===== config.mk =====
export PLATFORM = sky130hd
export DESIGN_NAME = pla_timing_sequencer
export DESIGN_NICKNAME = d
export VERILOG_FILES = /design/src/rtl/pla_timing_sequencer.sv
export SDC_FILE = /design/constraint.sdc
export NUM_CORES = 1
export LEC_CHECK = 0
export ABC_AREA = 1
export CAP_MARGIN = 15
export CORE_MARGIN = 1
export CORE_UTILIZATION = 39
export CTS_CLUSTER_DIAMETER = 100
export DETAILED_ROUTE_END_ITERATION = 8
export PLACE_DENSITY = 0.85
export SLEW_MARGIN = 20
export SYNTH_ARGS = -nofsm -noshare
export SYNTH_HDL_FRONTEND = slang
export SYNTH_SLANG_ARGS = --single-unit

===== constraint.sdc =====
create_clock -name GlobalClock -period 1.35 [get_ports GlobalClock]
set_clock_uncertainty 0.15 [all_clocks]
set_input_delay 0.135 -clock GlobalClock [delete_from_list [all_inputs] [get_ports GlobalClock]]
set_output_delay 0.135 -clock GlobalClock [all_outputs]
set_load 0.005 [all_outputs]

===== src/rtl/pla_timing_sequencer.sv =====
// One-hot T0..T5 cycle sequencer and instruction register for the 6502 decode PLA.
// Define PLA_SEQ_IRQ_EN to force RESET_OPCODE into IR when an interrupt is pending at fetch.
module pla_timing_sequencer #(
    parameter logic [7:0] RESET_OPCODE = 8'h00
) (
    input  logic       GlobalClock,
    input  logic       Reset,
    input  logic       ClockEnable,
    input  logic       Rdy,
    input  logic       Read_Cycle,
    input  logic       End_Instr,
    input  logic       Irq_Pending,
    input  logic [7:0] Data_In,
    output logic [5:0] T_State,
    output logic       Sync,
    output logic [7:0] IR,
    output logic       In_Interrupt,
    output logic       Int_Taken,
    output logic       Seq_Error
);

    typedef enum logic [5:0] {
        T0 = 6'b000001,
        T1 = 6'b000010,
        T2 = 6'b000100,
        T3 = 6'b001000,
        T4 = 6'b010000,
        T5 = 6'b100000
    } t_state_e;

    t_state_e state;
    logic     advance;
    logic     irq_take;

    // Read cycles wait for the bus; write cycles never stall.
    assign advance = ClockEnable & (Rdy | ~Read_Cycle);

`ifdef PLA_SEQ_IRQ_EN
    assign irq_take = Irq_Pending;
`else
    assign irq_take = Irq_Pending & 1'b0;
`endif

    assign T_State = state;
    assign Sync    = state[0];

    always_ff @(posedge GlobalClock or posedge Reset) begin
        if (Reset) begin
            state        <= T0;
            IR           <= RESET_OPCODE;
            In_Interrupt <= 1'b0;
            Int_Taken    <= 1'b0;
            Seq_Error    <= 1'b0;
        end else begin
            Int_Taken <= 1'b0;
            if (advance) begin
                unique case (state)
                    T0: begin
                        state        <= T1;
                        IR           <= irq_take ? RESET_OPCODE : Data_In;
                        In_Interrupt <= irq_take;
                        Int_Taken    <= irq_take;
                    end
                    T1: state <= End_Instr ? T0 : T2;
                    T2: state <= End_Instr ? T0 : T3;
                    T3: state <= End_Instr ? T0 : T4;
                    T4: state <= End_Instr ? T0 : T5;
                    T5: begin
                        // No T6 exists: wrap to fetch and flag the overrun.
                        state <= T0;
                        if (!End_Instr) Seq_Error <= 1'b1;
                    end
                    default: state <= T0;
                endcase
            end
        end
    end

endmodule


* Word-level counts from Yosys, hierarchy flattened
Index checks and enable logic that the tools add are counted.
** Storage, ports and cells
- Input bits :: 15
- Register bits after elaboration :: 15
- Output and inout bits :: 18
- Logic and storage cells :: 20
** Operators by class
- Mux-type cells :: 5
- Equality and inequality tests :: 6
- Reduce and logical (&&, ||, !) cells :: 2
- Bitwise gates (word level) :: 4
** Operators with widths (number)
- $pmux 6 s5 :: 1
- $eq 6x1->1 const B :: 1
- $eq 6x2->1 const B :: 1
- $eq 6x3->1 const B :: 1
- $eq 6x4->1 const B :: 1
- $eq 6x5->1 const B :: 1
- $eq 6x6->1 const B :: 1
- $mux 6 :: 1
- $mux 5 :: 1
- $mux 4 :: 1
- $mux 3 :: 1
- $reduce_and 3->1 :: 1
- $not 1->1 :: 2
- $reduce_and 2->1 :: 1
- $and 1x1->1 :: 1
- $or 1x1->1 :: 1

* Depth between registers and ports, before layout
Gate-level depths: netlist (run 1).
- Depth after elaboration :: 4
- Gate-level depth with buffers :: 7
- Depth with buffers taken out :: 7

* Least setup slack after synthesis (run 1)
OpenSTA, ideal clock, no wires.
- Path kind :: reg-to-reg
- Start point :: register state[2], in the netlist T_State[2]
- End point :: register IR[0]
- Clock period less this slack :: 1290 ps
- Slack :: 60 ps
- Required time :: 1084 ps
- Arrival time :: 1024 ps
- Stages on the path, launching flop included :: 7
- Buffers on the path :: 0
- Path through :: dfrtp_1 > nor2_4 > nand4_4 > nor2_8 > inv_4 > nand2_1 > nand2_1
** Between the ends
- Cells in the longest elaborated chain, start to end :: 2
** Ends and longest elaborated chain
- from (decl) :: line 31 : t_state_e state;
- from (signal assigned) :: line 64 : T1: state <= End_Instr ? T0 : T2;
- from (signal assigned) :: line 65 : T2: state <= End_Instr ? T0 : T3;
- from (signal assigned) :: line 66 : T3: state <= End_Instr ? T0 : T4;
- $eq 6x1->1 :: line 57 : unique case (state)
- $reduce_and 2->1 (no source line)
- to (signal assigned) :: line 60 : IR <= irq_take ? RESET_OPCODE : Data_In;
- to (decl) :: line 16 : output logic [7:0] IR,
No other way between the ends.
A chain may end at the register's enable or synchronous reset.

* Worst setup path in the final report (run 1)
- Start point :: register state[5], in the netlist T_State[5]
- End point :: register IR[7]
Same word-level chain as after synthesis.

==> results of run 1 <==
==> registers in the layout, summed over array words and instances (netlist names) <==
name,count
T_State,6
Seq_Error,1
IR,8
==> area by class of cell <==
cell class | count | area [um2]
clock inverters | 1 | 5.00
flip-flops and latches | 15 | 377
clock buffers | 3 | 22.5
well taps | 25 | 31.3
fillers | 149 | 544
multi-input cells | 56 | 319
inverters | 10 | 40.0
repair buffers | 41 | 388
==> critical path: stages, from the launching register on <==
cell,delay (ns)
dfrtp_1,0.39
buf_4,0.15
nor2_4,0.14
nand4_4,0.12
nor2_8,0.14
buf_12,0.14
nand2_2,0.05
nand2_2,0.06
==> cells in the mapped netlist (all sizes together) <==
cell / n / share of area
conb: 1 / 0.0052
inv: 10 / 0.055
o21ai: 2 / 0.014
nand2: 29 / 0.15
buf: 3 / 0.031
or2: 1 / 0.0087
o21bai: 1 / 0.010
nor2: 11 / 0.10
o22ai: 4 / 0.035
nand4: 1 / 0.029
dfstp: 1 / 0.036
nand3: 5 / 0.035
dfrtp: 14 / 0.49
==> what timing repair did <==
item                                   CTS  global route
setup endpoints to repair               18            12
resized for setup                       21            13
buffers inserted                         8             0
hold buffers                             1             0
pin swaps                                6             2
endpoints found under the hold margin    5             0
==> stage by stage <==
stage	hold slack [ns]	worst slack (ns)	power (uW)	utilization
floorplan	-0.114	0.0598	1090	-
global placement	0.234	-0.0330	1530	0.622
detailed placement	0.237	-0.0623	1560	0.622
CTS	0.218	-0.0896	1800	0.673
global route	0.262	-0.121	1960	0.685
finish	0.226	-0.0490	1830	0.685
==> final timing paths <==
| path | from | end | slack (ns) | depth (start not counted) |
|---|---|---|---|---|
| min in group asynchronous | Reset | IR[3]$_DFFE_PP0P_ | 0.48 | 3 |
| worst max register to register | T_State[5]$_DFFE_PP0N_ | IR[7]$_DFFE_PP0P_ | -0.05 | 7 |
| worst max-delay path | T_State[5]$_DFFE_PP0N_ | IR[7]$_DFFE_PP0P_ | -0.05 | 7 |
| worst min register to register | IR[1]$_DFFE_PP0P_ | IR[1]$_DFFE_PP0P_ | 0.33 | 2 |
| worst min-delay path | Data_In[3] | IR[3]$_DFFE_PP0P_ | 0.23 | 3 |
| max in group asynchronous | Reset | IR[2]$_DFFE_PP0P_ | 0.20 | 4 |
==> cell families (layout without fill, tap and decap cells) <==
family,count (synthesis),count (layout),synth area share
simple gates,47,47,0.328
other cells,1,2,0.00519
compound gates,7,7,0.0589
flops,15,15,0.522
buf+inv,13,55,0.0867
==> per-layer routing <==
metal,global-route usage,vias to the layer above,wire (um),part of all wire
met3,0.0280,4,92,0.055
met1,0.223,322,598,0.35
met5,0,-,0,0
met2,0.336,33,950,0.56
met4,0.0788,0,46,0.027
li1,-,339,-,-
==> report_power, final <==
part	leakage, uW	switching (uW)	internal [uW]	total (uW)
Combinational	0.000419	398	468	866
Sequential	0.000192	101	610	711
Clock	0.0000177	144	110	254
Total	0.000628	643	1190	1830
==> impl_results.md, run 1 <==
- DR WL/cell: about 11 um
- DR pass1 iterations: 4
- Pleak: about 0.00063 uW
- RSZ-0062 raised after global routing: yes
- I/O Buffers: 29
- Die extent in y: between 40 and 50 um
- Status: complete, but fails checks
- Cell Rows: 15
- Startpoint types: register
- Core area: roughly 1700 um2
- Grt total ovfl: 0
- Sink Count: 15
- TritonCTS clock tree: built
- Final hold vios: 0
- Final worst-path cycle share: 1.04
- Arrival time at the worst endpoint: about 1.5 ns
- Syn-to-layout area delta: 63.8%
- Crit path kind: reg -> reg
- Slew Limit Fails: 0
- Placed cells: between 100 and 150
- Clock root buffer: clkbuf_4
- First-pass GRT wire length: 2760 um
- Initial Util: 0.418
- Unique cell type count in the Yosys netlist: 17
- Dpl hpwl: 1270 um
- Die X: roughly 45 um
- Ports: 33
- Mean area per synthesized cell: roughly 8.7 um2
- Worst-path fanout max: 8
- VDD IR max: 977 uV
- Nets: about 140
- Endpoints failing setup: 9
- Post-route DRC: 0
- Final std cells w/o fill: roughly 150
- CP Capture Type: register
- Critical path required time: approximately 1.4 ns
- Clk pin slew, worst setup/hold paths: about 0.090 ns
- Post-route minimum period: between 1 and 1.5 ns
- DRT Wirelength: ~1700 um
- Commonest non-fill, non-tap cells in the layout: nand2_1, dfrtp_1, dlygate4sd2_1
- Largest net degree at the start of global routing: 10
- Ant diodes: 0
- Vias per cell: approximately 4.6
- Setup total negative slack: -0.269 ns
- Post-route cell area: 1180 um2
- Total track usage: 0.188
- RePlAce Congestion: 0.909
- Total vias in the final route: 698
- YS warnings: 0
- # Max-Cap Violations: 0
- Failing checks: negative setup slack
- Drt initial violations: 5
- Hold Path Class: in -> reg
- TritonCTS Buffers: 3
- Post-route ant nets: 0
- Worst-Skew Late Latency: around 0.28 ns
- Yosys reg bits: 15
- Share of layout cells above drive strength 1: 0.278
- Most common cell after layout, fill and taps aside: nand2_1
- Setup ws final: -0.0490 ns
- Die ar.: between 2000 and 2500 um2
- Via count of the first global-routing pass: approximately 680
- Mapped Area: 722 um2
- Power Density: between 1500 and 2000 nW/um2
- Register area share after synthesis: 0.522
- CTS max path bufs: 2
- Initial antenna violation count: 0
- FMAX: 0.715 GHz
- CTS H-tree depth: 1
- Placed cell area: around 1100 um2
- Mapped Cells: 83
No activity file was read; power rests on OpenSTA's default activity.
==> run 2: changes to the inputs <==
Settings changed: CORE_UTILIZATION 39 to 42, CTS_BUF_LIST set to sky130_fd_sc_hd__clkbuf_8, PLACE_DENSITY 0.85 to 0.9.
==> run 2 against run 1 <==
  * The flow finishes with violations (design-rule violations, negative setup slack)
  * Critical path depth unchanged
  * Register-to-register slack lost 0.03 ns
  * Largest power group unchanged
  * Core utilization increased by 12 points
  * Non-clock buffer count up 9
  * Critical endpoint is now T_State[0]$_DFFE_PP1N_
  * Design area increased by 6.7%
  * Clock power up 38%
==> impl_results.md, run 2 (synthesis gave the netlist of run 1 again) <==
- Drt initial violations: 22 (was 5)
- Die extent in y: 43.5 um (was 45.0 um)
- Vias per cell: 4.85 (was 4.62)
- R2R Path Start: T_State[0]$_DFFE_PP1N_ (was T_State[5]$_DFFE_PP0N_)
- Largest net degree at the start of global routing: 10 (unchanged)
- Post-route ant nets: 0 (unchanged)
- Most used cell, CP: nand2_1 (was nand2_2)
- Crit path kind: reg -> reg (unchanged)
- Initial Util: 0.463 (was 0.418)
- First-pass GRT wire length: 2970 um (was 2760 um)
- Register share of total power: 0.364 (was 0.388)
- Max FFs per register: 8 (unchanged)
- Worst-path fanout max: 4 (was 8)
- DRT Wirelength: 1970 um (was 1690 um)
- Syn-to-layout area delta: 74.7% (was 63.8%)
- FMAX: 0.701 GHz (was 0.715 GHz)
- Switching Fraction: 0.343 (was 0.351)
- I/O Buffers: 29 (unchanged)
- Critical path required time: 1.38 ns (was 1.42 ns)
- TritonCTS clock tree: built (unchanged)
- # Max-Cap Violations: 0 (unchanged)
- Ports: 33 (unchanged)
- Clk pin slew, worst setup/hold paths: 0.06 ns (was 0.09 ns)
- Die X: 43.5 um (was 45.0 um)
- Status: complete, but fails checks (unchanged)
- M1 wire length: 762 um (was 598 um)
- Dpl hpwl: 1190 um (was 1270 um)
- CP max stage delay: 0.57 ns (was 0.39 ns)
- Pleak: 0.000679 uW (was 0.000628 uW)
- Final hold vios: 0 (unchanged)
- Endpoints failing setup: 11 (was 9)
- RSZ-0062 raised after global routing: yes (unchanged)
- Die ar.: 1890 um2 (was 2030 um2)
- Top layer in use: met4 (unchanged)
- TritonCTS Buffers: 3 (unchanged)
- CP Capture Type: register (unchanged)
- Core area: 1560 um2 (was 1730 um2)
- Failing checks: design-rule violations, negative setup slack (was negative setup slack)
- Ant diodes: 0 (unchanged)
- Delay-heaviest family, CP: flip-flops (was simple AND/OR/NAND/NOR gates)
- CTS H-tree depth: 1 (unchanged)
- Initial antenna violation count: 0 (unchanged)
- DR WL/cell: 13.0 um (was 11.2 um)
- CP cell instances: buf_6 -> nor2_4 -> nand3_1 -> nand2_1 -> o21ai_1 -> nand2_1 -> nor2_1 (was buf_4 -> nor2_4 -> nand4_4 -> nor2_8 -> buf_12 -> nand2_2 -> nand2_2)
- Commonest non-fill, non-tap cells in the layout: nand2_1, dlygate4sd2_1, dfrtp_1 (was nand2_1, dfrtp_1, dlygate4sd2_1)
- Grt total ovfl: 0 (unchanged)
- Critical path launch point: T_State[0]$_DFFE_PP1N_ (was T_State[5]$_DFFE_PP0N_)
- Met2 WL: 1080 um (was 950 um)
- Final worst-path cycle share: 1.06 (was 1.04)
- Worst-Skew Late Latency: 0.24 ns (was 0.28 ns)
- Post-route minimum period: 1.43 ns (was 1.40 ns)
- Total track usage: 0.215 (was 0.188)
- Sink Count: 15 (unchanged)
- Share of layout cells above drive strength 1: 0.267 (was 0.278)
- P_int: 1290 uW (was 1190 uW)
- Power after layout: 1970 uW (was 1830 uW)
- Clock root buffer: clkbuf_8 (was clkbuf_4)
- DR pass1 iterations: 6 (was 4)
- HP Start: Data_In[7] (was Data_In[3])
- CTS max path bufs: 2 (unchanged)
- Placed cell area: 1070 um2 (about the same)
- Post-route DRC: 4 (was 0)
- VDD IR max: 1050 uV (was 977 uV)
- Power Density: 1560 nW/um2 (was 1550 nW/um2)
- Combinational cell fraction of total power: 0.459 (was 0.473)
- Slowest cell on the critical path: dfstp_2 (was dfrtp_1)
- Buf/Inv on CP: 1 (was 2)
- Total vias in the final route: 732 (was 698)
- Setup ws final: -0.0765 ns (was -0.0490 ns)
- Arrival time at the worst endpoint: 1.45 ns (was 1.47 ns)
- Hold Path Class: in -> reg (unchanged)
- Post-route cell area: 1260 um2 (was 1180 um2)
- Startpoint types: register (unchanged)
- Fill count: 119 (was 149)
- Pre-CTS setup slack: -0.0717 ns (was -0.0623 ns)
- Largest register by flop count: IR (unchanged)
- Via count of the first global-routing pass: 736 (was 678)
- Clk network pwr share: 0.178 (was 0.139)
- Slew Limit Fails: 0 (unchanged)
- Area of the multi-input gates: 318 um2 (was 319 um2)
- Cell Rows: 14 (was 15)
- Nets: 151 (was 142)
- Met3 WL: 103 um (was 92 um)
- RePlAce Congestion: 0.877 (was 0.909)
- Most common cell after layout, fill and taps aside: nand2_1 (unchanged)
- NetSw: 675 uW (was 643 uW)
- Reg area: 377 um2 (unchanged)
[run 2: changes by cell type in the layout (fill, tap and decap cells not counted), moves of 2 or more]
cell and delta:
buf_6 +2, nor2_1 -2, clkbuf_8 +3, nand2_2 -8
clkbuf_4 -3, nand2_1 +8, buf_4 +5
[run 2: final cells by class]
class                      instances  share of cell area
timing repair buffer              50               0.366
tap                               16              0.0159
inverter                          10              0.0317
multi-input combinational         56               0.252
sequential                        15               0.299
clock buffer                       3              0.0327
clock inverter                     1             0.00298
[run 2: path summary, 6_finish.rpt]
path                       depth (start not counted)                     end  slack (ns)
setup / recovery                                   7  T_State[0]$_DFFE_PP1N_       -0.08
hold / removal                                     3       IR[7]$_DFFE_PP0P_        0.27
setup reg to reg                                   7  T_State[0]$_DFFE_PP1N_       -0.08
hold reg to reg                                    2       IR[4]$_DFFE_PP0P_        0.32
max in group asynchronous                          4       IR[0]$_DFFE_PP0P_        0.10
min in group asynchronous                          3  T_State[5]$_DFFE_PP0N_        0.54
[run 2: tightest hold or removal path, delay by kind of cell]
family        cells  cell delay [ns]
buf+inv           1             0.39
simple gates      2             0.10
[run 2: timing repair]
| action | CTS | global route |
|---|---|---|
| pin swaps | 7 | 5 |
| setup endpoints to repair | 18 | 14 |
| gates resized for setup | 19 | 12 |
| hold endpoints to repair | 6 | 0 |
| hold buffers | 1 | 0 |
| setup buffers | 13 | 2 |
[run 2: power by group through the flow]
| stage | clock network [uW] | registers, uW | logic (uW) |
|---|---|---|---|
| 2_1_floorplan | 0 | 733 | 358 |
| 3_3_place_gp | 0 | 732 | 809 |
| 3_5_place_dp | 0 | 727 | 836 |
| 4_1_cts | 357 | 703 | 835 |
| 5_1_grt | 385 | 739 | 979 |
| 6_report | 350 | 716 | 903 |
[run 2: layer usage]
metal / up-vias / GRT usage
li1: 357 / -
met1: 342 / 0.228
met2: 29 / 0.421
met3: 4 / 0.0500
met4: 0 / 0.0563
met5: - / 0
[run 2: through the flow]
stage / std cells / setup TNS [ns] / util / hold slack (ns)
global placement: 132 / -0.367 / 0.687 / 0.247
global route: 151 / -1.15 / 0.809 / 0.294
finish: 151 / -0.486 / 0.809 / 0.275
detailed placement: 132 / -0.731 / 0.687 / 0.248
floorplan: 84 / 0 / - / -0.114
CTS: 149 / -0.314 / 0.774 / 0.273
==> run 3: changes to the inputs <==
--- a/constraint.sdc
+++ b/constraint.sdc
@@ -4,2 +4,2 @@
 set_output_delay 0.135 -clock GlobalClock [all_outputs]
-set_load 0.005 [all_outputs]
+set_load 0.05 [all_outputs]
==> run 3 against run 2 <==
  * The run still ends with design-rule violations, negative setup slack left
  * Non-clock buffer count shrank 6
  * Die area is the same
  * Maximum frequency shrank 4.2%
  * Flip-flop and latch count is the same
  * Hold slack gained 0.035 ns
  * Global-route usage grew 3.4 points
  * Wire length grew 45%
  * Critical path type unchanged
  * Highest routed layer unchanged
==> impl_results.md, run 3 (synthesis gave the netlist of run 1 again) <==
- Worst-Skew Late Latency: 0.25 ns (was 0.24 ns)
- FMAX: 0.672 GHz (was 0.701 GHz)
- # Max-Cap Violations: 0 (unchanged)
- Most common cell after layout, fill and taps aside: buf_12 (was nand2_1)
- Slew Limit Fails: 0 (unchanged)
- I/O Buffers: 29 (unchanged)
- Total vias in the final route: 815 (was 732)
- Share of layout cells above drive strength 1: 0.597 (was 0.267)
- Power after layout: 3340 uW (was 1970 uW)
- Endpoints failing setup: 14 (was 11)
- TritonCTS Buffers: 3 (unchanged)
- Placed cell area: 1240 um2 (was 1070 um2)
- Buf/Inv on CP: 2 (was 1)
- Power Density: 2230 nW/um2 (was 1560 nW/um2)
- Largest register by flop count: IR (unchanged)
- Nets: 145 (was 151)
- DRT Wirelength: 2850 um (was 1970 um)
- Core area: 1560 um2 (unchanged)
- Final hold vios: 0 (unchanged)
- VDD IR max: 2430 uV (was 1050 uV)
- Sink Count: 15 (unchanged)
- Syn-to-layout area delta: 108% (was 74.7%)
- First-pass GRT wire length: 3390 um (was 2970 um)
- Clk pin slew, worst setup/hold paths: 0.07 ns (was 0.06 ns)
- CP cell instances: buf_4 -> inv_1 -> nor2_1 -> nand3_2 -> nand2_1 -> o21ai_2 -> nand2_1 -> nor2_1 (was buf_6 -> nor2_4 -> nand3_1 -> nand2_1 -> o21ai_1 -> nand2_1 -> nor2_1)
- Grt total ovfl: 0 (unchanged)
- RSZ-0062 raised after global routing: yes (unchanged)
- Die extent in y: 43.5 um (unchanged)
- Arrival time at the worst endpoint: 1.51 ns (was 1.45 ns)
- Slowest cell on the critical path: dfrtp_2 (was dfstp_2)
- Critical path required time: 1.37 ns (was 1.38 ns)
- Hold_ws: 0.310 ns (was 0.275 ns)
- Ports: 33 (unchanged)
- Status: complete, but fails checks (unchanged)
- TritonCTS clock tree: built (unchanged)
- Ant diodes: 0 (unchanged)
- CP max stage delay: 0.45 ns (was 0.57 ns)
- Dpl hpwl: 1440 um (was 1190 um)
- Crit path kind: reg -> reg (unchanged)
- Setup ws final: -0.139 ns (was -0.0765 ns)
- Die ar.: 1890 um2 (unchanged)
- Hold Path Class: in -> reg (unchanged)
- Total track usage: 0.250 (was 0.215)
- Pleak: 0.000719 uW (was 0.000679 uW)
- Initial Util: 0.463 (unchanged)
- Post-route DRC: 2 (was 4)
- Fill count: 33 (was 119)
- DR WL/cell: 19.6 um (was 13.0 um)
- Via count of the first global-routing pass: 774 (was 736)
- Final worst-path cycle share: 1.10 (was 1.06)
- Failing checks: design-rule violations, negative setup slack (unchanged)
- Largest net degree at the start of global routing: 10 (unchanged)
- Die X: 43.5 um (unchanged)
- Worst-path fanout max: 3 (was 4)
- Post-route ant nets: 0 (unchanged)
- DR pass1 iterations: 6 (unchanged)
- Vias per cell: 5.62 (was 4.85)
- RePlAce Congestion: 0.787 (was 0.877)
- Commonest non-fill, non-tap cells in the layout: buf_12, nand2_2, clkdlybuf4s50_1 (was nand2_1, dlygate4sd2_1, dfrtp_1)
- CTS max path bufs: 2 (unchanged)
- Initial antenna violation count: 0 (unchanged)
- Drt initial violations: 26 (was 22)
- Clock root buffer: clkbuf_8 (unchanged)
- Cell Rows: 14 (unchanged)
- Delay-heaviest family, CP: flip-flops (unchanged)
- CTS H-tree depth: 1 (unchanged)
- Max FFs per register: 8 (unchanged)
- Post-route minimum period: 1.49 ns (was 1.43 ns)
- Startpoint types: register (unchanged)
- Post-route cell area: 1500 um2 (was 1260 um2)
- CP Capture Type: register (unchanged)
[run 3: cell type report]
| class | count | area (um2) | area share |
|---|---|---|---|
| Timing Repair Buffer | 44 | 589 | 0.393 |
| Clock buffer | 3 | 41.3 | 0.0275 |
| Tap cell | 16 | 20.0 | 0.0134 |
| Inverter | 10 | 46.3 | 0.0309 |
| Clock inverter | 1 | 5.00 | 0.00334 |
| Multi-Input combinational cell | 56 | 410 | 0.274 |
| Sequential cell | 15 | 387 | 0.258 |
[run 3: layer usage]
metal  vias to the layer above  routed length [um]  track usage
li1                        348                   -            -
met1                       394                 997        0.247
met2                        60                1550        0.485
met3                        13                 196       0.0625
met4                         0                 100        0.106
met5                         -                   0            0
[run 3: metrics by stage]
stage	util	TNS, ns	cells	worst slack, ns
after CTS	0.863	-0.703	140	-0.0923
after global routing	0.961	-1.76	145	-0.230
after floorplan	-	-0.887	84	-0.0980
after global placement	0.796	-0.210	132	-0.0226
final	0.961	-1.24	145	-0.139
after detailed placement	0.796	-1.11	132	-0.112
[run 3: path summary, 6_finish.rpt]
| check | start | endpoint | slack (ns) | depth (start not counted) |
|---|---|---|---|---|
| setup / recovery | T_State[2]$_DFFE_PP0N_ | T_State[0]$_DFFE_PP1N_ | -0.14 | 8 |
| hold / removal | Data_In[1] | IR[1]$_DFFE_PP0P_ | 0.31 | 3 |
| setup reg to reg | T_State[2]$_DFFE_PP0N_ | T_State[0]$_DFFE_PP1N_ | -0.14 | 8 |
| hold reg to reg | Seq_Error$_DFFE_PP0P_ | Seq_Error$_DFFE_PP0P_ | 0.41 | 1 |
| max in group asynchronous | Reset | IR[3]$_DFFE_PP0P_ | 0.11 | 4 |
| min in group asynchronous | Reset | Seq_Error$_DFFE_PP0P_ | 0.60 | 3 |
[run 3: where the power goes]
group | total (uW) | internal (uW) | switching [uW] | leakage (uW)
logic | 2090 | 962 | 1130 | 0.000510
registers | 871 | 627 | 244 | 0.000184
clock network | 373 | 205 | 169 | 0.0000255
total | 3340 | 1790 | 1540 | 0.000719
[run 3: tightest hold or removal path: stages]
cell,delay [ns]
clkdlybuf4s50_1,0.42
nand2_2,0.07
nand2_1,0.04
[run 3: repair_timing]
item / CTS / global route
buffers inserted: 3 / 5
pin swaps: 8 / 15
endpoints found under the hold margin: 6 / 0
resized for setup: 6 / 36
setup endpoints to repair: 13 / 25
hold buffers: 1 / 0
